==> src/rtl/z80_bus_responder_pkg.sv <==
// Shared types, register offsets and helpers for the Z80 bus responder.
package z80_bus_responder_pkg;

    localparam int unsigned ADDR_W = 16;
    localparam int unsigned DATA_W = 8;
    localparam int unsigned CNT_W  = 4;
    localparam int unsigned IRQ_N  = 8;
    localparam int unsigned IDX_W  = 3;

    localparam logic [1:0] REG_MASK   = 2'd0;
    localparam logic [1:0] REG_PEND   = 2'd1;
    localparam logic [1:0] REG_VBASE  = 2'd2;
    localparam logic [1:0] REG_STATUS = 2'd3;

    localparam logic [DATA_W-1:0] IDLE_DATA = 8'hFF;

    typedef enum logic [1:0] {
        CYC_IDLE,
        CYC_MEM,
        CYC_IO,
        CYC_ACK
    } cyc_e;

    typedef struct packed {
        logic              en;
        logic [1:0]        off;
        logic [DATA_W-1:0] data;
    } io_wr_t;

    // MREQ together with a non-ack IORQ is a malformed strobe pair and is ignored.
    function automatic cyc_e decode_cycle(input logic mreq, input logic iorq, input logic m1);
        cyc_e c;
        c = CYC_IDLE;
        if (mreq && !iorq)
            c = CYC_MEM;
        else if (iorq && m1)
            c = CYC_ACK;
        else if (iorq && !m1 && !mreq)
            c = CYC_IO;
        return c;
    endfunction

    // Bit 0 has the highest priority.
    function automatic logic [IDX_W-1:0] lowest_set(input logic [IRQ_N-1:0] v);
        logic [IDX_W-1:0] idx;
        idx = '0;
        for (int i = IRQ_N - 1; i >= 0; i--)
            if (v[i]) idx = IDX_W'(i);
        return idx;
    endfunction

endpackage

==> src/rtl/z80_bus_responder_if.sv <==
// CPU-side Z80 bus: strobes/address/data from the CPU, data/wait/interrupts back.
interface z80_bus_responder_if;
    import z80_bus_responder_pkg::*;

    logic [ADDR_W-1:0] cpu_addr;
    logic [DATA_W-1:0] cpu_do;
    logic              cpu_wr;
    logic              cpu_mreq;
    logic              cpu_iorq;
    logic              cpu_m1;
    logic              cpu_halt;
    logic [DATA_W-1:0] cpu_di;
    logic              cpu_wait;
    logic              cpu_int;
    logic              cpu_nmi;

    modport master (
        output cpu_addr, cpu_do, cpu_wr, cpu_mreq, cpu_iorq, cpu_m1, cpu_halt,
        input  cpu_di, cpu_wait, cpu_int, cpu_nmi
    );

    modport slave (
        input  cpu_addr, cpu_do, cpu_wr, cpu_mreq, cpu_iorq, cpu_m1, cpu_halt,
        output cpu_di, cpu_wait, cpu_int, cpu_nmi
    );

endinterface

==> src/rtl/z80_irq_ctrl.sv <==
// Interrupt block: edge capture, MASK/PEND/VBASE registers, priority vector and NMI pulse.
module z80_irq_ctrl
    import z80_bus_responder_pkg::*;
(
    input  logic              clk,
    input  logic              rst,
    input  logic [IRQ_N-1:0]  irq_req,
    input  logic              nmi_req,
    input  io_wr_t            io_wr,
    input  logic              ack,
    output logic [DATA_W-1:0] mask,
    output logic [DATA_W-1:0] pend,
    output logic [DATA_W-1:0] vbase,
    output logic              int_c,
    output logic [DATA_W-1:0] vec_c,
    output logic              nmi
);

    logic [IRQ_N-1:0]  irq_q;
    logic              nmi_q;
    logic              ack_q;
    logic [DATA_W-1:0] vec_q;

    logic [IRQ_N-1:0]  elig_c;
    logic [IRQ_N-1:0]  set_c;
    logic [IRQ_N-1:0]  clr_c;
    logic [IRQ_N-1:0]  onehot_c;
    logic [IDX_W-1:0]  idx_c;
    logic              ack_first_c;
    logic [DATA_W-1:0] vec_now_c;

    // Vector is taken on the first ACK clock and held for the rest of a stretched ACK.
    always_comb begin
        elig_c      = pend & mask;
        idx_c       = lowest_set(elig_c);
        ack_first_c = ack & ~ack_q;
        set_c       = irq_req & ~irq_q;
        onehot_c    = '0;
        onehot_c[idx_c] = 1'b1;
        vec_now_c   = (|elig_c) ? {vbase[7:4], idx_c, 1'b0} : IDLE_DATA;
        clr_c       = '0;
        if (io_wr.en && io_wr.off == REG_PEND)
            clr_c = io_wr.data;
        if (ack_first_c && (|elig_c))
            clr_c = clr_c | onehot_c;
        vec_c = ack_first_c ? vec_now_c : vec_q;
        int_c = |elig_c;
    end

    always_ff @(posedge clk or posedge rst) begin
        if (rst) begin
            irq_q <= '0;
            nmi_q <= 1'b0;
            ack_q <= 1'b0;
            nmi   <= 1'b0;
            pend  <= '0;
            mask  <= '0;
            vbase <= '0;
            vec_q <= IDLE_DATA;
        end else begin
            irq_q <= irq_req;
            nmi_q <= nmi_req;
            ack_q <= ack;
            nmi   <= nmi_req & ~nmi_q;
            pend  <= (pend & ~clr_c) | set_c;
            if (ack_first_c)
                vec_q <= vec_now_c;
            if (io_wr.en && io_wr.off == REG_MASK)
                mask <= io_wr.data;
            if (io_wr.en && io_wr.off == REG_VBASE)
                vbase <= {io_wr.data[7:4], 4'h0};
        end
    end

endmodule

==> src/rtl/z80_bus_responder.sv <==
// Z80 bus slave: wait-stated memory bridge, 4-register interrupt I/O block and IM2 vector.
module z80_bus_responder
    import z80_bus_responder_pkg::*;
#(
    parameter int unsigned MEM_WAIT = 1,
    parameter logic [7:0]  IO_BASE  = 8'hF0
) (
    input  logic                clk,
    input  logic                rst,
    z80_bus_responder_if.slave  bus,
    output logic [ADDR_W-1:0]   mem_addr,
    output logic [DATA_W-1:0]   mem_wdata,
    output logic                mem_we,
    input  logic [DATA_W-1:0]   mem_rdata,
    input  logic [IRQ_N-1:0]    irq_req,
    input  logic                nmi_req
);

    localparam logic [CNT_W-1:0] WAIT_N = CNT_W'(MEM_WAIT);

    cyc_e              cyc_c;
    logic [CNT_W-1:0]  cnt;
    logic              mem_abort;
    logic              mem_active_c;
    logic              mem_ready_c;
    logic              io_hit_c;
    io_wr_t            io_wr_c;
    logic [DATA_W-1:0] mask;
    logic [DATA_W-1:0] pend;
    logic [DATA_W-1:0] vbase;
    logic [DATA_W-1:0] vec_c;
    logic [DATA_W-1:0] io_rdata_c;
    logic              int_c;

    assign cyc_c        = decode_cycle(bus.cpu_mreq, bus.cpu_iorq, bus.cpu_m1);
    assign io_hit_c     = (bus.cpu_addr[7:2] == IO_BASE[7:2]);
    assign mem_active_c = !rst && (cyc_c == CYC_MEM) && !mem_abort;
    assign mem_ready_c  = mem_active_c && (cnt >= WAIT_N);

    assign mem_addr     = bus.cpu_addr;
    assign mem_wdata    = bus.cpu_do;
    assign mem_we       = mem_ready_c && bus.cpu_wr;
    assign bus.cpu_wait = mem_active_c && (cnt < WAIT_N);
    assign bus.cpu_int  = int_c;

    assign io_wr_c.en   = (cyc_c == CYC_IO) && bus.cpu_wr && io_hit_c;
    assign io_wr_c.off  = bus.cpu_addr[1:0];
    assign io_wr_c.data = bus.cpu_do;

    // An access cut by reset stays dead until the CPU drops the strobe.
    always_ff @(posedge clk or posedge rst) begin
        if (rst) begin
            cnt       <= '0;
            mem_abort <= 1'b1;
        end else begin
            if (cyc_c == CYC_MEM && !mem_abort)
                cnt <= (cnt < WAIT_N) ? cnt + CNT_W'(1) : '0;
            else
                cnt <= '0;
            if (cyc_c != CYC_MEM)
                mem_abort <= 1'b0;
        end
    end

    always_comb begin
        io_rdata_c = IDLE_DATA;
        if (io_hit_c) begin
            case (bus.cpu_addr[1:0])
                REG_MASK:   io_rdata_c = mask;
                REG_PEND:   io_rdata_c = pend;
                REG_VBASE:  io_rdata_c = vbase;
                REG_STATUS: io_rdata_c = {6'b0, bus.cpu_halt, int_c};
                default:    io_rdata_c = IDLE_DATA;
            endcase
        end
    end

    always_comb begin
        bus.cpu_di = IDLE_DATA;
        case (cyc_c)
            CYC_MEM: if (mem_ready_c && !bus.cpu_wr) bus.cpu_di = mem_rdata;
            CYC_IO:  if (!bus.cpu_wr) bus.cpu_di = io_rdata_c;
            CYC_ACK: bus.cpu_di = vec_c;
            default: bus.cpu_di = IDLE_DATA;
        endcase
    end

    z80_irq_ctrl u_irq (
        .clk     (clk),
        .rst     (rst),
        .irq_req (irq_req),
        .nmi_req (nmi_req),
        .io_wr   (io_wr_c),
        .ack     (cyc_c == CYC_ACK),
        .mask    (mask),
        .pend    (pend),
        .vbase   (vbase),
        .int_c   (int_c),
        .vec_c   (vec_c),
        .nmi     (bus.cpu_nmi)
    );

endmodule

==> src/flat_wrapper.sv <==
// flat-port wrapper written by rule: the top's interface ports become plain ports
module z80_bus_responder_flat import z80_bus_responder_pkg::*;
#(
    parameter int unsigned MEM_WAIT = 1,
    parameter logic [7:0]  IO_BASE  = 8'hF0
)
  (clk, rst, mem_addr, mem_wdata, mem_we, mem_rdata, irq_req, nmi_req, bus_cpu_addr, bus_cpu_do, bus_cpu_wr, bus_cpu_mreq, bus_cpu_iorq, bus_cpu_m1, bus_cpu_halt, bus_cpu_di, bus_cpu_wait, bus_cpu_int, bus_cpu_nmi);
  z80_bus_responder_if bus_i ();
  input  logic clk;
  input  logic rst;
  output logic [ADDR_W-1:0] mem_addr;
  output logic [DATA_W-1:0] mem_wdata;
  output logic mem_we;
  input  logic [DATA_W-1:0] mem_rdata;
  input  logic [IRQ_N-1:0] irq_req;
  input  logic nmi_req;
  input wire logic [$bits(bus_i.cpu_addr)-1:0] bus_cpu_addr;
  input wire logic [$bits(bus_i.cpu_do)-1:0] bus_cpu_do;
  input wire logic [$bits(bus_i.cpu_wr)-1:0] bus_cpu_wr;
  input wire logic [$bits(bus_i.cpu_mreq)-1:0] bus_cpu_mreq;
  input wire logic [$bits(bus_i.cpu_iorq)-1:0] bus_cpu_iorq;
  input wire logic [$bits(bus_i.cpu_m1)-1:0] bus_cpu_m1;
  input wire logic [$bits(bus_i.cpu_halt)-1:0] bus_cpu_halt;
  output wire logic [$bits(bus_i.cpu_di)-1:0] bus_cpu_di;
  output wire logic [$bits(bus_i.cpu_wait)-1:0] bus_cpu_wait;
  output wire logic [$bits(bus_i.cpu_int)-1:0] bus_cpu_int;
  output wire logic [$bits(bus_i.cpu_nmi)-1:0] bus_cpu_nmi;
  assign bus_i.cpu_addr = bus_cpu_addr;
  assign bus_i.cpu_do = bus_cpu_do;
  assign bus_i.cpu_wr = bus_cpu_wr;
  assign bus_i.cpu_mreq = bus_cpu_mreq;
  assign bus_i.cpu_iorq = bus_cpu_iorq;
  assign bus_i.cpu_m1 = bus_cpu_m1;
  assign bus_i.cpu_halt = bus_cpu_halt;
  assign bus_cpu_di = bus_i.cpu_di;
  assign bus_cpu_wait = bus_i.cpu_wait;
  assign bus_cpu_int = bus_i.cpu_int;
  assign bus_cpu_nmi = bus_i.cpu_nmi;
  z80_bus_responder #(.MEM_WAIT(MEM_WAIT), .IO_BASE(IO_BASE)) u_core (.clk(clk), .rst(rst), .bus(bus_i), .mem_addr(mem_addr), .mem_wdata(mem_wdata), .mem_we(mem_we), .mem_rdata(mem_rdata), .irq_req(irq_req), .nmi_req(nmi_req));
endmodule
==> config.mk <==
export PLATFORM = sky130hd
export DESIGN_NAME = z80_bus_responder_flat
export DESIGN_NICKNAME = d
export VERILOG_FILES = /design/src/rtl/z80_bus_responder_pkg.sv /design/src/rtl/z80_bus_responder_if.sv /design/src/rtl/z80_irq_ctrl.sv /design/src/rtl/z80_bus_responder.sv /design/src/flat_wrapper.sv
export SDC_FILE = /design/constraint.sdc
export NUM_CORES = 1
export LEC_CHECK = 0
export CAP_MARGIN = 5
export CORE_UTILIZATION = 45
export DETAILED_ROUTE_END_ITERATION = 6
export MAX_ROUTING_LAYER = met4
export PLACE_DENSITY = 0.88
export SLEW_MARGIN = 20
export SYNTH_ARGS = -nofsm -noshare
export SYNTH_HDL_FRONTEND = slang
export SYNTH_SLANG_ARGS = --single-unit
export TNS_END_PERCENT = 100
==> constraint.sdc <==
create_clock -name clk -period 6.1 [get_ports clk]
set_input_delay 1.22 -clock clk [delete_from_list [all_inputs] [get_ports clk]]
set_output_delay 1.22 -clock clk [all_outputs]
set_load 0.05 [all_outputs]
Word-level counts from Yosys, hierarchy flattened
Index checks and enable logic that the tools add are counted.
W data, S select, Z words.
{"block": "classes", "add_sub_neg": 1, "n_mul": 0, "div_mod_pow": 0, "order_cmp": 4, "n_eq_ne": 8, "shifts": 0, "n_mux": 24, "bitwise_logic": 11, "reduce_logical": 26}
{"operator": "$mux W8", "n": 7}
{"operator": "$pmux W8 S4", "n": 1}
{"operator": "$and A8 B8 Y8", "n": 3}
{"operator": "$mux W3", "n": 8}
{"operator": "$pmux W8 S3", "n": 1}
{"operator": "$logic_and A1 B1 Y1", "n": 18}
{"operator": "$not A8 Y8", "n": 2}
{"operator": "$or A8 B8 Y8", "n": 2}
{"operator": "$eq A2 B2 Y1 const B", "n": 4}
{"operator": "$mux W4", "n": 2}
{"operator": "$reduce_or A8 Y1", "n": 1}
{"operator": "$eq A6 B6 Y1 const B", "n": 1}
{"operator": "$logic_not A1 Y1", "n": 6}
{"operator": "$mux W2", "n": 3}
{"operator": "$add A4 B1 Y4 const B", "n": 1}
{"operator": "$eq A2 B1 Y1 const B", "n": 2}
{"operator": "$ge A4 B1 Y1 const B", "n": 1}
{"operator": "$lt A3 B4 Y1 const B", "n": 1}
{"operator": "$lt A4 B1 Y1 const B", "n": 1}
{"operator": "$demux W1 S3", "n": 1}
{"operator": "$ge A3 B1 Y1 const B", "n": 1}
{"operator": "$and A1 B1 Y1", "n": 2}
{"operator": "$logic_not A2 Y1", "n": 1}
{"operator": "$ne A2 B1 Y1 const B", "n": 1}
{"operator": "2 further kinds", "n": 3}
{"block": "word_totals", "ff_bits": 44, "latchBits": 0, "ramBits": 0, "rom_bits": 0, "wordCells": 84, "memories": 0}

Longest topological paths before layout
{"block": "depth", "word_depth": 18, "ltp_mapped": 8}

Modules after synthesis
From an unflattened synthesis, not the netlist that was laid out.
{"block": "hier_totals", "hier_cells": 237, "hier_area_um2": 2543.7}
{"module": "z80_irq_ctrl", "n_inst": 1, "cells_per_inst": 136, "area_each_um2": 1694.1, "seq_area_each_um2": 985.9}
{"module": "z80_bus_responder", "n_inst": 1, "cells_per_inst": 101, "area_each_um2": 849.6, "seq_area_each_um2": 126.4}

Worst setup path after synthesis
OpenSTA, ideal clock, no wires.
{"block": "synth_path", "path_type": "in2out", "from": "input port bus_cpu_iorq", "to": "output port bus_cpu_di[2]", "arrival_time_ns": 2.742, "t_required_ns": 4.880, "path_slack_ns": 2.138, "stages": 7, "n_path_buf": 2, "cell_sequence": "buf_4 > and2b_1 > and2b_1 > buf_6 > o21ai_0 > o32ai_1 > a21oi_1"}
{"block": "synth_via", "elab_chain_len": 12, "elab_cells_between_ends": 19, "classes_between": "3 x eq/ne; 6 x mux; 1 x bitwise; 9 x reduce/logical"}
{"item": "start, declared", "line_no": "flat_wrapper.sv:21", "text": "input wire logic [$bits(bus_i.cpu_iorq)-1:0] bus_cpu_iorq;"}
{"item": "$logic_and A1 B1 Y1 (2 in a row)", "line_no": "z80_bus_responder_pkg.sv:38", "text": "else if (iorq && !m1 && !mreq)"}
{"item": "$mux W2", "line_no": "z80_bus_responder_pkg.sv:38"}
{"item": "$mux W2", "line_no": "z80_bus_responder_pkg.sv:36", "text": "else if (iorq && m1)"}
{"item": "$mux W2 (*)", "line_no": "z80_bus_responder_pkg.sv:34", "text": "if (mreq && !iorq)"}
{"item": "$eq A2 B1 Y1", "line_no": "z80_bus_responder.sv:37, z80_bus_responder.sv:80"}
{"item": "$logic_and A1 B1 Y1 (2 in a row)", "line_no": "z80_bus_responder.sv:37", "text": "assign mem_active_c = !rst && (cyc_c == CYC_MEM) && !mem_abort;"}
{"item": "$logic_and A1 B1 Y1", "line_no": "z80_bus_responder.sv:38", "text": "assign mem_ready_c = mem_active_c && (cnt >= WAIT_N);"}
{"item": "$logic_and A1 B1 Y1", "line_no": "z80_bus_responder.sv:81", "text": "CYC_MEM: if (mem_ready_c && !bus.cpu_wr) bus.cpu_di = mem_rdata;"}
{"item": "$mux W8", "line_no": "z80_bus_responder.sv:81"}
{"item": "$pmux W8 S3 (*)", "line_no": "z80_bus_responder.sv:80", "text": "case (cyc_c)"}
{"item": "end, declared", "line_no": "flat_wrapper.sv:24", "text": "output wire logic [$bits(bus_i.cpu_di)-1:0] bus_cpu_di;"}
Mark *: on every way between the ends. The rest lies on a longest branch, timed or not.

Worst setup path in the final report
{"block": "layout_path", "from": "input port bus_cpu_addr[0]", "to": "output port bus_cpu_di[7]"}
{"block": "layout_via", "elab_chain_len": 5, "elab_cells_between_ends": 8, "classes_between": "3 x eq/ne; 4 x mux; 1 x reduce/logical"}
{"item": "start, declared", "line_no": "flat_wrapper.sv:17", "text": "input wire logic [$bits(bus_i.cpu_addr)-1:0] bus_cpu_addr;"}
{"item": "$eq A2 B2 Y1 (tied with other cells)", "line_no": "z80_bus_responder.sv:68", "text": "case (bus.cpu_addr[1:0])"}
{"item": "$pmux W8 S4 (*)", "line_no": "z80_bus_responder.sv:68"}
{"item": "$mux W8 (*)", "line_no": "z80_bus_responder.sv:67", "text": "if (io_hit_c) begin"}
{"item": "$mux W8 (*)", "line_no": "z80_bus_responder.sv:82", "text": "CYC_IO: if (!bus.cpu_wr) bus.cpu_di = io_rdata_c;"}
{"item": "$pmux W8 S3 (*)", "line_no": "z80_bus_responder.sv:80"}
Marks and branches as above.

==> metrics.txt <==
Final TNS setup=0 ns; setup repair bufs after CTS=0; grt ovf=0; clk_lat worst skew=0.30 ns; fillers=451; Rel. slew slack=0.5202; clock sinks=44; Commonest cells post-synth=35 x dfrtp_1, 33 x nand2_1, 25 x buf_4, 18 x nor2_1, 14 x o21ai_0; Antenna diodes=0; maximum vdd ir drop=0.1406 mV; CTS tree=built; Distinct cells, synth=48; Mapped Cells=259; footprint of the multi-input gates=0.001135 sq mm; clock tree root buffer cell=clkbuf_8; synthesized flop and latch total=44; clk slew on worst S/H paths=0.08 ns; drt drc=0; RSZ-0062 raised after global routing=false; Synth area leader=dfrtp_1; crit start category=primary input; syn avg cell area=9.729 sq um; vias in the first global route=1,977; CP top delay family=buffers and inverters; drt initial violations=104; First-pass DRT Iterations=4; CP Max Fanout=14; Die Width=76.83 microns; main area contributors after synthesis=dfrtp_1 35%, dfstp_2 9.4%, buf_4 7.4%; Peak Freq=198.0 MHz; Antenna Nets Post-Route=0; GRT Util Overall=0.2116; Synth Flop Type=dfrtp_1; Worst Path Buf+Inv=2; Via Count=2,054; minimum clock period=5.050 ns; Post-synth EDFFs=0; CTS Buffer Depth=2; Worst Path Required=4.88 ns; fin. max-slew vios=0; I/O pins=84; initial antenna violation count=0; core area=0.005238 sq mm; area of the die=0.005903 sq mm; Leak Pwr=1.314 nW; row count=26; Routed WL per cell=15.29 microns; Cell Chain, Critical Path=clkdlybuf4s50_1 > mux2i_1 > nor2_1 > a2111o_1 > a22oi_1 > o211ai_1 > clkdlybuf4s50_1; final period utilization=0.8278; first-pass GRT wire length=9.646 mm; H-tree Lvls=2; final std cells w/o fill=374; Setup CP Type=primary input to output pin; layout net count=354; Hold Path Class=register to register; Cells after DPL=366; Layout Area Growth over Synthesis=26.27%; slowest stage cell, crit path=clkdlybuf4s50_1; cts-stage hold buffer count=0; Worst path most repeated cell=clkdlybuf4s50_1; setup violators final=0; type of element capturing the critical path=output pin; status=finished clean; Mapped Nets=310; Critical Path Max Stage Delay=0.93 ns; CTS resizes=0; Async S/R FF share, synth=1.000; die height=76.83 microns; area of the mapped netlist=0.002520 sq mm; Power Density=212.6 mW/mm^2; count leader, synth=dfrtp_1; IO Port Bufs=67; Detailed Place HPWL=4.388 mm; Max Cap Viol=0; Routed Wire Length=5.720 mm; vias per std cell=5.492; Clock Skew=0.004202 ns; synth warn=0; Initial Util=0.4811; Reg area=0.001112 sq mm; Worst EP arrival=3.83 ns; final hold vios=0; layout cell share with drive strength beyond 1=0.1217; Yosys top cell area share=0.3476; worst-margin pin slew=0.7175 ns; CTS Buf Count=5; gp weighted congestion=0.9106; sequential element share of the synthesized area=0.4414; largest net degree at the start of global routing=45
## final cells by class
class,count,share of cell area
Clock buffer,6,0.02595
Clock inverter,2,0.01062
Inverter,14,0.01652
Multi-Input combinational cell,170,0.3567
Sequential cell,44,0.3496
Tap cell,70,0.02753
Timing Repair Buffer,68,0.2131
## layout by cell type (no fill, tap or decap), types with 5 or more instances in the layout
master           instances
nor2_1                  18
a32o_1                   8
a22oi_1                 10
dfrtp_1                 35
nand3_1                  8
o21ai_0                 14
inv_1                   11
o211ai_1                 5
mux2i_1                  8
clkdlybuf4s50_1         67
dfstp_2                  9
mux2_2                  12
clkbuf_8                 6
nand2_1                 33
a21oi_1                  6
nor2b_1                  5
o221ai_1                 6
## metal layers
layer / vias to the layer above / track usage / share of wire
li1: 990 / - / -
met1: 957 / 0.2707 / 0.45
met2: 100 / 0.3348 / 0.46
met3: 7 / 0.04881 / 0.077
met4: 0 / 0.05962 / 0.012
met5: - / - / 0
## final timing paths
path                                     from                    end  slack [ns]  depth (start not counted)
setup / recovery              bus_cpu_addr[0]          bus_cpu_di[7]        1.05                          7
hold / removal             u_core.u_irq.nmi_q       u_core.u_irq.nmi        0.40                          1
setup reg to reg           u_core.u_irq.ack_q   u_core.u_irq.pend[7]        4.21                          5
hold reg to reg            u_core.u_irq.nmi_q       u_core.u_irq.nmi        0.40                          1
max in group asynchronous                 rst  u_core.u_irq.vec_q[6]        4.30                          3
min in group asynchronous                 rst          u_core.cnt[3]        1.42                          3
## logic make-up (layout without fill, tap and decap cells)
logic type | after synthesis | in the layout | synth area share
flip-flops | 44 | 44 | 0.4414
AO/OA/AOI/OAI | 57 | 57 | 0.1658
multiplexers | 20 | 20 | 0.08540
buffers and inverters | 45 | 90 | 0.1082
adder cells (fa/ha/maj) | 3 | 3 | 0.01490
other | 1 | 1 | 0.001488
AND/OR/NAND/NOR | 89 | 89 | 0.1827
## registers in the layout (all words and copies together) (netlist names)
signal / cells
u_core.cnt: 4
u_core.mem_abort: 1
u_core.u_irq.ack_q: 1
u_core.u_irq.irq_q: 8
u_core.u_irq.mask: 8
u_core.u_irq.nmi: 1
u_core.u_irq.nmi_q: 1
u_core.u_irq.pend: 8
u_core.u_irq.vbase: 4
u_core.u_irq.vec_q: 8
## power by group
group          switching (mW)  leakage, nW  internal, mW
Sequential            0.00553        0.516         0.305
Combinational          0.0825        0.739        0.0561
Clock                  0.0950       0.0588         0.132
Total                   0.183         1.31         0.493
## stage by stage
step / util / total power, mW / area [sq um] / hold WS [ns] / setup slack (ns)
floorplan: - / 0.4157 / 2520 / 0.3777 / 2.138
global placement: 0.5853 / 0.4535 / 3065 / 0.3855 / 1.127
detailed placement: 0.5853 / 0.4552 / 3065 / 0.3946 / 1.067
CTS: 0.6075 / 0.6833 / 3182 / 0.4056 / 1.057
global route: 0.6075 / 0.7057 / 3182 / 0.4120 / 0.9843
finish: 0.6075 / 0.6764 / 3182 / 0.3965 / 1.050
## worst reg2reg max path, cell delays in order, from the launching register on
cell and delay, ns:
dfrtp_1 0.42, clkinv_1 0.16, nand2_1 0.28, nor4_1 0.54, nand2_1 0.11, a32o_1 0.27
Note: power is estimated with default switching activity, not from simulation.
